`src/rtl/store_buffer.sv`:
```
`default_nettype none
// ============================================================================
// Module      : store_buffer
// Description : In-order store queue between the memory execute pipe and the
//               data-cache write port. Stores are held speculatively until
//               the commit stage retires them, then drain one per handshake.
//               A flush drops only the not-yet-committed stores.
// Ports       : clk, reset            - clock, synchronous active-high reset
//               flush                 - drop all uncommitted entries
//               st_valid/st_ready     - store enqueue handshake
//               st_addr/wstrb/wdata   - store payload
//               commit_store1/2_valid - retire one or two oldest uncommitted
//               ld_addr/ld_conflict   - word-address hazard check for a load
//               data_req/addr_ok      - data-cache write handshake
//               data_addr/wstrb/wdata - head entry payload (0 when idle)
//               sb_empty              - no valid entries
// Revision    : 1.0 - initial release
// ============================================================================
module store_buffer #(
   parameter int SB_DEPTH = 8
) (
   input  logic        clk,
   input  logic        reset,
   input  logic        flush,
   input  logic        st_valid,
   output logic        st_ready,
   input  logic [31:0] st_addr,
   input  logic [3:0]  st_wstrb,
   input  logic [31:0] st_wdata,
   input  logic        commit_store1_valid,
   input  logic        commit_store2_valid,
   input  logic [31:0] ld_addr,
   output logic        ld_conflict,
   output logic        data_req,
   output logic [31:0] data_addr,
   output logic [3:0]  data_wstrb,
   output logic [31:0] data_wdata,
   input  logic        data_addr_ok,
   output logic        sb_empty
);

   localparam int c_IDX_W = $clog2(SB_DEPTH);
   localparam int c_PTR_W = c_IDX_W + 1;

   // Pointers carry an extra wrap bit so full and empty are distinguishable.
   logic [c_PTR_W-1:0] r_head;
   logic [c_PTR_W-1:0] r_cmt;
   logic [c_PTR_W-1:0] r_tail;

   logic [31:0] r_addr_mem  [SB_DEPTH];
   logic [3:0]  r_wstrb_mem [SB_DEPTH];
   logic [31:0] r_wdata_mem [SB_DEPTH];

   logic [c_PTR_W-1:0] w_count;
   logic [1:0]         w_ncmt;
   logic [c_PTR_W-1:0] w_cmt_next;
   logic               w_enq;
   logic               w_drain;
   logic [SB_DEPTH-1:0] w_hit;

   assign w_count  = r_tail - r_head;
   assign st_ready = (w_count < c_PTR_W'(SB_DEPTH));
   assign sb_empty = (r_tail == r_head);
   assign data_req = (r_cmt != r_head);

   assign w_ncmt     = {1'b0, commit_store1_valid} + {1'b0, commit_store2_valid};
   assign w_cmt_next = r_cmt + c_PTR_W'(w_ncmt);
   assign w_enq      = st_valid && st_ready && !flush;
   assign w_drain    = data_req && data_addr_ok;

   // Each pointer moves from its own pre-edge value, so enqueue, commit,
   // drain and flush compose freely in a single cycle.
   always_ff @(posedge clk) begin
      if (reset) begin
         r_head <= '0;
         r_cmt  <= '0;
         r_tail <= '0;
      end else begin
         r_head <= r_head + c_PTR_W'(w_drain);
         r_cmt  <= w_cmt_next;
         // Flush rewinds tail onto the commit point, honouring this cycle's
         // commits; the flush-cycle enqueue is already suppressed in w_enq.
         if (flush) begin
            r_tail <= w_cmt_next;
         end else begin
            r_tail <= r_tail + c_PTR_W'(w_enq);
         end
      end
   end

   // Entry storage is intentionally not reset; validity comes from pointers.
   always_ff @(posedge clk) begin
      if (w_enq) begin
         r_addr_mem [r_tail[c_IDX_W-1:0]] <= st_addr;
         r_wstrb_mem[r_tail[c_IDX_W-1:0]] <= st_wstrb;
         r_wdata_mem[r_tail[c_IDX_W-1:0]] <= st_wdata;
      end
   end

   // Gate payload so undefined storage never leaks out while idle.
   assign data_addr  = data_req ? r_addr_mem [r_head[c_IDX_W-1:0]] : 32'h0;
   assign data_wstrb = data_req ? r_wstrb_mem[r_head[c_IDX_W-1:0]] : 4'h0;
   assign data_wdata = data_req ? r_wdata_mem[r_head[c_IDX_W-1:0]] : 32'h0;

   // A slot is live when its distance from head is below the occupancy;
   // this covers committed-but-undrained entries as well.
   for (genvar gi = 0; gi < SB_DEPTH; gi++) begin : g_slot
      logic [c_IDX_W-1:0] w_off;
      assign w_off     = c_IDX_W'(gi) - r_head[c_IDX_W-1:0];
      assign w_hit[gi] = ({1'b0, w_off} < w_count) &&
                         (r_addr_mem[gi][31:2] == ld_addr[31:2]);
   end

   assign ld_conflict = |w_hit;

endmodule
`default_nettype wire

```
`config.mk`:
```
export PLATFORM = sky130hd
export DESIGN_NAME = store_buffer
export DESIGN_NICKNAME = d
export VERILOG_FILES = /design/src/rtl/store_buffer.sv
export SDC_FILE = /design/constraint.sdc
export NUM_CORES = 1
export LEC_CHECK = 0
export CAP_MARGIN = 25
export CORE_UTILIZATION = 50
export CTS_CLUSTER_SIZE = 40
export DETAILED_ROUTE_END_ITERATION = 10
export GPL_TIMING_DRIVEN = 0
export PLACE_DENSITY = 0.69
export SLEW_MARGIN = 20
export SYNTH_ARGS = -nofsm -noshare
export SYNTH_HDL_FRONTEND = slang
export SYNTH_SLANG_ARGS = --single-unit
```
`constraint.sdc`:
```
create_clock -name clk -period 11.6 [get_ports clk]
set_clock_uncertainty 0.15 [all_clocks]
set_input_delay 1.16 -clock clk [delete_from_list [all_inputs] [get_ports clk]]
set_output_delay 1.16 -clock clk [all_outputs]
set_load 0.02 [all_outputs]
```
======== Word-level counts from Yosys, hierarchy flattened ========
Memories as Yosys holds them, arrays and structs flattened. A register that Yosys moved wholly into a read port is not among the register bits.
Index checks and enable logic that the tools add are counted.
storage, ports and cells
  register bits ........................... 12
  bits in writable memories ............... 544
  bits of input ports ..................... 107
  output and inout port bits .............. 72
  word-level logic and storage cells ...... 60
  memories kept ........................... 3
memory list
  name         depth  bits a word  rd ports  clocked after memory_dff  write ports  RTL line  source
  r_addr_mem   8      32           9         1                         1            50        logic [31:0] r_addr_mem [SB_DEPTH];
  r_wdata_mem  8      32           1         1                         1            52        logic [31:0] r_wdata_mem [SB_DEPTH];
  r_wstrb_mem  8      4            1         1                         1            51        logic [3:0] r_wstrb_mem [SB_DEPTH];
operators by class
  add/sub/neg operators ................... 13
  $lt $le $gt $ge ......................... 9
  equal/unequal tests ..................... 10
  muxes and demuxes ....................... 9
  reduce and logical (&&, ||, !) cells .... 13
operators with widths
  cell                 number
  $eq 30x30->1         8
  $mux 32              2
  $lt 3x4->1           8
  $sub 3x3->3 const A  4
  $logic_and 1x1->1    11
  $mux 3               3
  $add 4x1->4          2
  $mux 4               2
  $reduce_or 8->1      1
  $sub 1x3->3 const A  2
  $sub 2x3->3 const A  2
  $add 4x2->4          1
  $eq 4x4->1           1
  $lt 4x4->1 const B   1
  $ne 4x4->1           1
  $sub 4x4->4          1
  $add 1x1->2          1
  $mux 1               2
  $logic_not 1->1      1

======== Logic depth before layout (Yosys ltp) ========
Gate-level depths: netlist of the first run.
  depth after elaboration ................. 6
  mapped depth ............................ 14
  mapped depth without buffers ............ 11

======== Worst setup path after synthesis of the first run ========
Ideal clock, no wire load.
  path type ............................... register to register
  start point ............................. reg r_head[2]
  end point ............................... mem r_addr_mem[4][0], enable pin
  setup time .............................. 0.592 ns
  arrival time ............................ 7.210 ns
  required time ........................... 10.858 ns
  setup slack ............................. 3.648 ns
  stages on the path, launching flop included .. 11
  path buffers ............................ 2
  period minus slack after synthesis ...... 7.952 ns
  cell sequence ........................... dfxtp_1 clkbuf_1 clkinv_1 clkbuf_1 ha_1 a21oi_1 nand2_2 xnor2_4 nor3b_4 nand2_1 nor3b_1
between the ends
  cells in the longest elaborated chain, start to end .. 6
RTL lines
  element                          RTL line  source
  start: declaration               46        logic [c_PTR_W-1:0] r_head;
  start signal: assignment         79        r_head <= r_head + c_PTR_W'(w_drain);
  $sub 4x4->4                      61        assign w_count = r_tail - r_head;
  $lt 4x4->1                       62        assign st_ready = (w_count < c_PTR_W'(SB_DEPTH));
  $logic_and 1x1->1 (2 in series)  68        assign w_enq = st_valid && st_ready && !flush;
  $mux 1                           93        if (w_enq) begin
  $mux 1 (implied by the code)     94        r_addr_mem [r_tail[c_IDX_W-1:0]] <= st_addr;
  end: declaration                 50
No other way between the ends.

======== Worst setup path after layout of the first run ========
  start point ............................. reg r_head[2]
  end point ............................... out ld_conflict
between the ends
  cells in the longest elaborated chain, start to end .. 4
  elaborated cells between the ends (all ways) .. 26
  classes of those cells .................. 9 x add/sub; 8 x order compare; 9 x reduce/logical
RTL lines
  element                              RTL line  source
  $sub 4x4->4 (tied with other cells)  61
  $lt 3x4->1                           110       assign w_hit[gi] = ({1'b0, w_off} < w_count) &&
  $logic_and 1x1->1                    110
  $reduce_or 8->1 *                    114       assign ld_conflict = |w_hit;
  end: declaration                     33        output logic ld_conflict,
Mark *: on every way between the ends. The rest lies on a longest branch, timed or not.

==> metrics.cfg, run 1 <==
[logic_synthesis]
avgSynthCellArea_um2 = 17.2
synth_mux_area_share_pct = 12.6
synth_nets = 1543
ys.flop_type = edfxtp_1
netlist_instances = 1419
ys_types = 40
synth_fa_ha_area_share_pct = 0.973
synth_xor_area_share_pct = 9.38
yosysWarnings = 0
synth-compound-area-share_pct = 1.73
synth_top_family_by_area = multiplexers
netlist_area_um2 = 24400
yosys.area_share.simple_pct = 5.33
synth-edff-count = 544
seq_area_frac_synth_pct = 67.9
synthArstFlopShare_pct = 0
ys_ff_latch = 556

[setup_path]
path_max_fanout = 10
cpMostUsedCell = clkbuf_1
critPathKind = reg -> out
max_stage_delay_ns = 0.72
cp_num_buf_inv = 5
critPathSlowestCell = clkbuf_1
worstPathCellList = clkbuf_1, clkinv_1, clkbuf_1, ha_1, a21oi_1, nand2_2, xnor2_4, inv_2, and3_1, o21ai_0, o311ai_0, nand4_1, clkdlybuf4s50_1
worstPathArrival_ns = 5.29
cp_top_family = buffers and inverters
cp-end-kind = primary output
cp.required_ns = 10.29
r2r_slack_ns = 5.98
cp-start-kind = register

[grt]
grt_pass1_wl_um = 96300
antenna_found_initial = 8
grt_pass1_vias = 14100
grtUsageTotal_pct = 27.4
grt_busiest_layer = met2
met1_usage_pct = 36.5
met2_usage_pct = 43.9
grt.overflow.total = 0
gr-usage-met3_pct = 7.24
grt_max_degree = 17

[cells_and_area]
nNetsFinal = 1819
fin_cells = 2356
n_fill_cell = 3530
seqCellArea_um2 = 16600
final_core_util_pct = 60.8
drive_gt1_share_pct = 20.4
area_delta_synth_final_pct = 19.4
multi_input_area_um2 = 7390

[clock_network]
root_buffer = clkbuf_16
h-tree-depth = 2
clk_pin_slew_ns = 0.06
cts_resized = 0
cts_made_buffers = 56
cts_setup_buffers = 0
clockBufferDepth = 3
postCtsHoldBufs = 0
cts_tree = yes
clk_latency_ns = 0.60
cts_sinks = 556

[drt]
postRouteWirelength_um = 66800
drc_errors = 0
drtAntennaViolNets = 0
wl_per_cell_um = 28.4
via_count = 14000
viasPerCell = 5.94
first_iter_violations = 1444
drt_first_pass_iters = 5

[place]
dpl.hpwl_um = 48800
place_inst = 2251
gp_congestion = 0.964
dp_worst_setup_slack_ns = 5.61
port_buffers = 145

[outcome]
status = finished, final reports clean

[die]
initial_utilization_pct = 50.9
rows = 80
fp.dieH_um = 223
die_w_um = 223
core_area_um2 = 47900
io_pins = 179
dieArea_um2 = 49700

[min_path]
hp-class = reg -> reg

[power]
irDropWorstVdd_mv = 0.150
p_leak_nw = 9.37
powerDensity_nw_per_um2 = 187

[sta]
clock.fmax_ghz = 0.151
period_share_pct = 56.9
drv_slew = 0
timing.final.ws_setup_ns = 5.00
final_hold_viol_count = 0
worst_pin_slew_ns = 1.06
rsz0062_at_grt = no
tns_ns = 0
fin_crit_ns = 6.60
worst_hold_slack_ns = 0.445
slew-limit-headroom_pct = 29.1
setup_viol = 0

[job]
maxCapViolations = 0

-- per-stage QoR --
step	power (mW)	area, um^2
5_1_grt	5.64	29200
3_5_place_dp	3.81	27500
3_3_place_gp	3.80	26600
4_1_cts	5.49	29100
2_1_floorplan	3.21	24400
6_report	5.45	29200
-- cell usage after synthesis, drive strengths merged (4+ instances only) --
| master | number | share of area [%] |
|---|---|---|
| nor4 | 27 | 0.77 |
| nor2 | 19 | 0.29 |
| inv | 13 | 0.20 |
| clkbuf | 29 | 0.45 |
| dfxtp | 12 | 0.98 |
| o21ai | 4 | 0.082 |
| edfxtp | 544 | 67 |
| nand2 | 143 | 2.2 |
| a21oi | 69 | 1.4 |
| ha | 15 | 0.77 |
| mux4 | 136 | 13 |
| xor2 | 92 | 3.4 |
| nor2b | 4 | 0.10 |
| nor3 | 13 | 0.27 |
| nand3 | 9 | 0.18 |
| buf | 58 | 1.4 |
| nand4 | 48 | 1.3 |
| xnor2 | 164 | 6.0 |
-- sequential cells by signal, summed over array words and instances, names as in the netlist --
signal       count
r_wdata_mem    256
r_tail           4
r_head           4
r_addr_mem     256
r_wstrb_mem     32
r_cmt            4
-- metal layers --
layer / up-vias / part of all wire (%) / routed length (um)
li1: 6048 / - / -
met1: 7147 / 39 / 26200
met2: 666 / 49 / 32400
met3: 117 / 9.0 / 6010
met4: 14 / 3.1 / 2090
met5: - / 0.14 / 93
-- cells in the final DEF (no fill, tap or decap), types with 30 or more instances in the layout --
master and n:
xor2_1 88, xnor2_1 163, buf_2 30, edfxtp_1 544, nand4_1 47, clkbuf_16 56
buf_4 58, clkbuf_1 37, a21oi_1 69, clkdlybuf4s50_1 145, mux4_2 136, nand2_1 142
-- final cells by class --
type	instances	area share (%)
Sequential cell	556	56.8
Multi-Input combinational cell	762	25.3
Timing Repair Buffer	218	7.61
Clock buffer	64	4.91
Tap cell	615	2.64
Buffer	87	1.57
Clock inverter	39	0.905
Inverter	14	0.180
Antenna cell	1	0.00858
-- tightest hold or removal path: cells and delay by family (launching register included) --
| family | cells | cell delay [ns] |
|---|---|---|
| flip-flops | 1 | 0.35 |
| AND/OR/NAND/NOR | 1 | 0.09 |
| XOR/XNOR | 1 | 0.11 |
-- path summary, 6_finish.rpt --
path / start / end / depth (start not counted)
setup / recovery: r_head[2] / ld_conflict / 13
hold / removal: r_cmt[3] / r_cmt[3] / 2
setup reg to reg: r_head[2] / r_wdata_mem[0][1] / 15
hold reg to reg: r_cmt[3] / r_cmt[3] / 2
-- kinds of logic after synthesis --
family	Yosys count
AOI/OAI and AO/OA	80
buffers and inverters	101
muxes	138
xor gates and xnor gates	256
DFF	556
adders and majority gates	18
and+or+nand+nor	270
-- report_power, final --
part	total (mW)	internal (mW)	switching, mW
clock network	1.68	0.930	0.754
registers	2.29	2.26	0.0247
logic	1.48	0.655	0.826
No activity file was read; power rests on OpenSTA's default activity.
==> run 2, diff against run 1 <==
Clock period 11.6 ns to 6.6 ns, I/O delays scaled along.
==> metrics.cfg, run 2 (same netlist as run 1, synthesis figures left out) <==
[setup_path]
cp.required_ns = 5.79
worstRegToRegCells = 15
timing.rr.start = r_head[2]
r2r_slack_ns = 0.49
cpMostUsedCell = clkbuf_1
cp-start-kind = register
max_stage_delay_ns = 0.76
critPathKind = reg -> out
worstPathArrival_ns = 5.54
path_max_fanout = 10
r2r-end = r_addr_mem[3][26]
critPathSlowestCell = clkbuf_1
worstPathCellList = clkbuf_1, clkinv_1, clkbuf_1, ha_1, a21oi_1, nand2_2, xnor2_4, inv_2, nand3b_1, a32oi_1, a311o_1, nand4_1, clkdlybuf4s50_1
cp-end-kind = primary output

[cells_and_area]
finalInstanceArea_um2 = 29200
area_delta_synth_final_pct = 19.7
drive_gt1_share_pct = 19.6
nNetsFinal = 1810
layout_commonest_cell = edfxtp_1
n_fill_cell = 3490
mostFrequentLayoutCells = 544 x edfxtp_1, 163 x xnor2_1, 145 x clkdlybuf4s50_1, 142 x nand2_1, 136 x mux4_2

[sta]
setup_viol = 0
worst_hold_slack_ns = 0.343
slew-limit-headroom_pct = 26.9
drv_slew = 0
fin_crit_ns = 6.35
clock.fmax_ghz = 0.157
rsz0062_at_grt = no
period_share_pct = 96.3
final_hold_viol_count = 0
worst_pin_slew_ns = 1.10

[drt]
first_iter_violations = 1501
drtAntennaViolNets = 0
viasPerCell = 5.98
drc_errors = 0
wl_per_cell_um = 28.7
drt_first_pass_iters = 5
postRouteWirelength_um = 67500
via_count = 14100

[job]
maxCapViolations = 0

[clock_network]
cts_setup_buffers = 0
clk_latency_ns = 0.62
clockBufferDepth = 3
cts_tree = yes
root_buffer = clkbuf_16
h-tree-depth = 2
cts_sinks = 556
cts_resized = 0
cts_made_buffers = 57
clk_pin_slew_ns = 0.06
postCtsHoldBufs = 0

[power]
p_leak_nw = 9.35
irDropWorstVdd_mv = 0.264
total_power_mw = 9.68
powerDensity_nw_per_um2 = 331

[grt]
antenna_found_initial = 9
grtUsageTotal_pct = 27.8
grt_pass1_vias = 14100
grt_max_degree = 20
grt.overflow.total = 0
grt_pass1_wl_um = 97500

[min_path]
min_to = r_tail[2]
hold_depth = 3
holdCritStartpoint = flush
hp-class = in -> reg

[place]
gp_congestion = 0.931
dpl.hpwl_um = 48500
port_buffers = 145
placed_area_um2 = 27500

[die]
dieArea_um2 = 49700
rows = 80
fp.dieH_um = 223
die_w_um = 223
io_pins = 179
initial_utilization_pct = 50.9
core_area_um2 = 47900

[outcome]
status = finished, final reports clean

-- run 2: changes by cell type in the layout (fill, tap and decap cells not counted), moves of 2 or more --
cell and delta:
buf_4 -16, diode_2 +2, clkinv_2 -5, buf_12 +2, nor3b_2 -2, nor3b_4 +2, clkinv_1 -2, clkbuf_1 +11
buf_6 -2, buf_8 +6
-- run 2: how the worst max path moves through the flow --
stage | start | to | slack (ns) | cells past startpoint
2_1_floorplan | r_head[2] | r_addr_mem[0][0] | -0.98 | 10
3_3_place_gp | r_head[2] | r_wdata_mem[3][2] | -7.69 | 10
3_5_place_dp | r_head[2] | r_addr_mem[3][9] | 0.66 | 15
4_1_cts | r_head[2] | ld_conflict | 0.31 | 13
5_1_grt | r_head[2] | ld_conflict | 0.08 | 13
6_report | r_head[2] | ld_conflict | 0.25 | 13
-- run 2: through the flow --
stage | util [%] | std cells | setup slack (ns) | setup TNS, ns
after floorplan | - | 1419 | -0.978 | -266.06
after global placement | 55.6 | 2179 | -7.69 | -2971.14
after detailed placement | 57.3 | 2242 | 0.658 | 0
after CTS | 60.9 | 2349 | 0.308 | 0
after global routing | 60.9 | 2349 | 0.0833 | 0
final | 61.0 | 2352 | 0.246 | 0
-- run 2: cell type report --
class / instances / area (um^2) / share of cell area (%)
Sequential cell: 556 / 16600 / 56.7
Multi-Input combinational cell: 762 / 7400 / 25.3
Timing Repair Buffer: 208 / 2210 / 7.55
Clock buffer: 76 / 1500 / 5.12
Tap cell: 615 / 769 / 2.63
Buffer: 87 / 458 / 1.57
Clock inverter: 31 / 259 / 0.886
Inverter: 14 / 52.6 / 0.180
Antenna cell: 3 / 7.51 / 0.0257
-- run 2: per-layer routing --
| metal | track usage (%) | share of wire [%] | vias to the layer above |
|---|---|---|---|
| met4 | 8.54 | 3.0 | 10 |
| met5 | 0 | 0.11 | - |
| met2 | 44.2 | 48 | 718 |
| met3 | 6.73 | 9.3 | 125 |
| met1 | 38.2 | 40 | 7191 |
| li1 | - | - | 6017 |
-- run 2: where the power goes --
| part | leakage, nW | switching [mW] | total [mW] | internal, mW |
|---|---|---|---|---|
| logic | 3.49 | 1.45 | 2.60 | 1.15 |
| clock network | 0.854 | 1.34 | 3.06 | 1.72 |
| registers | 5.00 | 0.0439 | 4.02 | 3.98 |
| total | 9.35 | 2.83 | 9.68 | 6.84 |
-- run 2: worst max-delay path, delay by kind of cell, from the launching register on --
| family | cells | cell delay (ns) |
|---|---|---|
| compound gates | 3 | 0.59 |
| xor+xnor | 1 | 0.33 |
| buf+inv | 5 | 2.76 |
| simple gates | 3 | 0.41 |
| fa+ha+maj | 1 | 0.48 |
| flops | 1 | 0.36 |
==> run 3, diff against run 2 <==
Settings changed: GPL_ROUTABILITY_DRIVEN from default to 1, GPL_TIMING_DRIVEN 0 to default, HOLD_SLACK_MARGIN from default to 0.03.
==> metrics.cfg, run 3 (same netlist as run 1, synthesis figures left out) <==
[grt]
antenna_found_initial = 10
grtUsageTotal_pct = 25.3
grt_pass1_wl_um = 91100
grt.overflow.total = 0
grt_max_degree = 71
grt_pass1_vias = 13800

[clock_network]
h-tree-depth = 2
postCtsHoldBufs = 0
root_buffer = clkbuf_16
clk_pin_slew_ns = 0.06
clk_latency_ns = 0.62
clockBufferDepth = 3
cts_tree = yes
cts_resized = 0
cts_made_buffers = 56
cts_sinks = 556
cts_setup_buffers = 0

[min_path]
hold_depth = 2
holdCritStartpoint = r_cmt[3]
hp-class = reg -> reg
min_to = r_cmt[3]

[drt]
wl_per_cell_um = 27.8
drc_errors = 0
postRouteWirelength_um = 62500
drtAntennaViolNets = 0
first_iter_violations = 1405
drt_first_pass_iters = 5
via_count = 13400
viasPerCell = 5.96

[setup_path]
worstPathCellList = ha_1, fa_1, maj3_1, nor2_1, nand3b_1, a32oi_1, a311o_1, nand4_1, clkdlybuf4s50_1
r2r-end = r_addr_mem[4][30]
critPathSlowestCell = dfxtp_4
critPathKind = reg -> out
path_max_fanout = 44
r2r_slack_ns = 2.00
worstPathArrival_ns = 4.18
max_stage_delay_ns = 0.94
cp-end-kind = primary output
timing.rr.start = r_head[2]
cp-start-kind = register
cp.required_ns = 5.79
worstRegToRegCells = 9

[die]
dieArea_um2 = 49700
io_pins = 179
core_area_um2 = 47900
fp.dieH_um = 223
initial_utilization_pct = 50.9
die_w_um = 223
rows = 80

[place]
port_buffers = 176
gp_congestion = 0.936
place_inst = 2147
placed_area_um2 = 26800
dpl.hpwl_um = 39000

[power]
powerDensity_nw_per_um2 = 331
p_leak_nw = 8.86
total_power_mw = 9.40
irDropWorstVdd_mv = 0.295

[sta]
clock.fmax_ghz = 0.200
drv_slew = 0
worst_hold_slack_ns = 0.437
setup_viol = 0
final_hold_viol_count = 0
slew-limit-headroom_pct = 32.1
worst_pin_slew_ns = 1.02
period_share_pct = 75.6
fin_crit_ns = 4.99
rsz0062_at_grt = no

[cells_and_area]
nNetsFinal = 1714
layout_commonest_cell = edfxtp_1
drive_gt1_share_pct = 15.6
final_core_util_pct = 59.3
finalInstanceArea_um2 = 28400
mostFrequentLayoutCells = 544 x edfxtp_1, 176 x clkdlybuf4s50_1, 163 x xnor2_1, 142 x nand2_1, 136 x mux4_2
area_delta_synth_final_pct = 16.4
fin_cells = 2246

[job]
maxCapViolations = 0

[outcome]
status = finished, final reports clean

## run 3: area by class of cell
class / instances / area [um^2]
fill: 3536 / 19500
sequential: 556 / 16600
multi-input combinational: 762 / 7400
timing repair buffer: 200 / 1950
clock buffer: 71 / 1460
tap: 615 / 769
clock inverter: 24 / 185
inverter: 14 / 52.6
antenna: 4 / 10.0
## run 3: critical path, delay by kind of cell (launching register included)
kind | cells | cell delay, ns
adder cells (fa/ha/maj) | 3 | 1.22
flip-flops | 1 | 0.94
buffers and inverters | 1 | 0.62
AND/OR/NAND/NOR | 3 | 0.39
AO/OA/AOI/OAI | 2 | 0.38
## run 3: power breakdown
group	leakage, nW	total (mW)	switching, mW	internal (mW)
sequential	5.01	4.11	0.124	3.98
combinational	3.06	2.38	1.27	1.11
clock	0.799	2.91	1.32	1.60
total	8.86	9.40	2.71	6.69
## run 3: worst max path at each step
stage	cells after the start	slack [ns]	from	endpoint
after detailed placement	9	1.76	ld_addr[17]	ld_conflict
after floorplan	10	-0.98	r_head[2]	r_addr_mem[0][0]
final	9	1.61	r_head[0]	ld_conflict
after global routing	9	1.32	r_head[0]	ld_conflict
after CTS	9	1.46	r_head[0]	ld_conflict
after global placement	9	1.80	ld_addr[17]	ld_conflict
## run 3: metal layers
layer	global-route usage, %	share of wire [%]
met2	40.1	48
met1	34.5	40
met4	9.01	3.3
met3	5.94	8.4
met5	0	0.12
## run 3: metrics by stage
stage | setup TNS (ns) | setup slack (ns)
4_1_cts | 0 | 1.46
2_1_floorplan | -266.06 | -0.978
6_report | 0 | 1.61
3_5_place_dp | 0 | 1.76
3_3_place_gp | 0 | 1.80
5_1_grt | 0 | 1.32
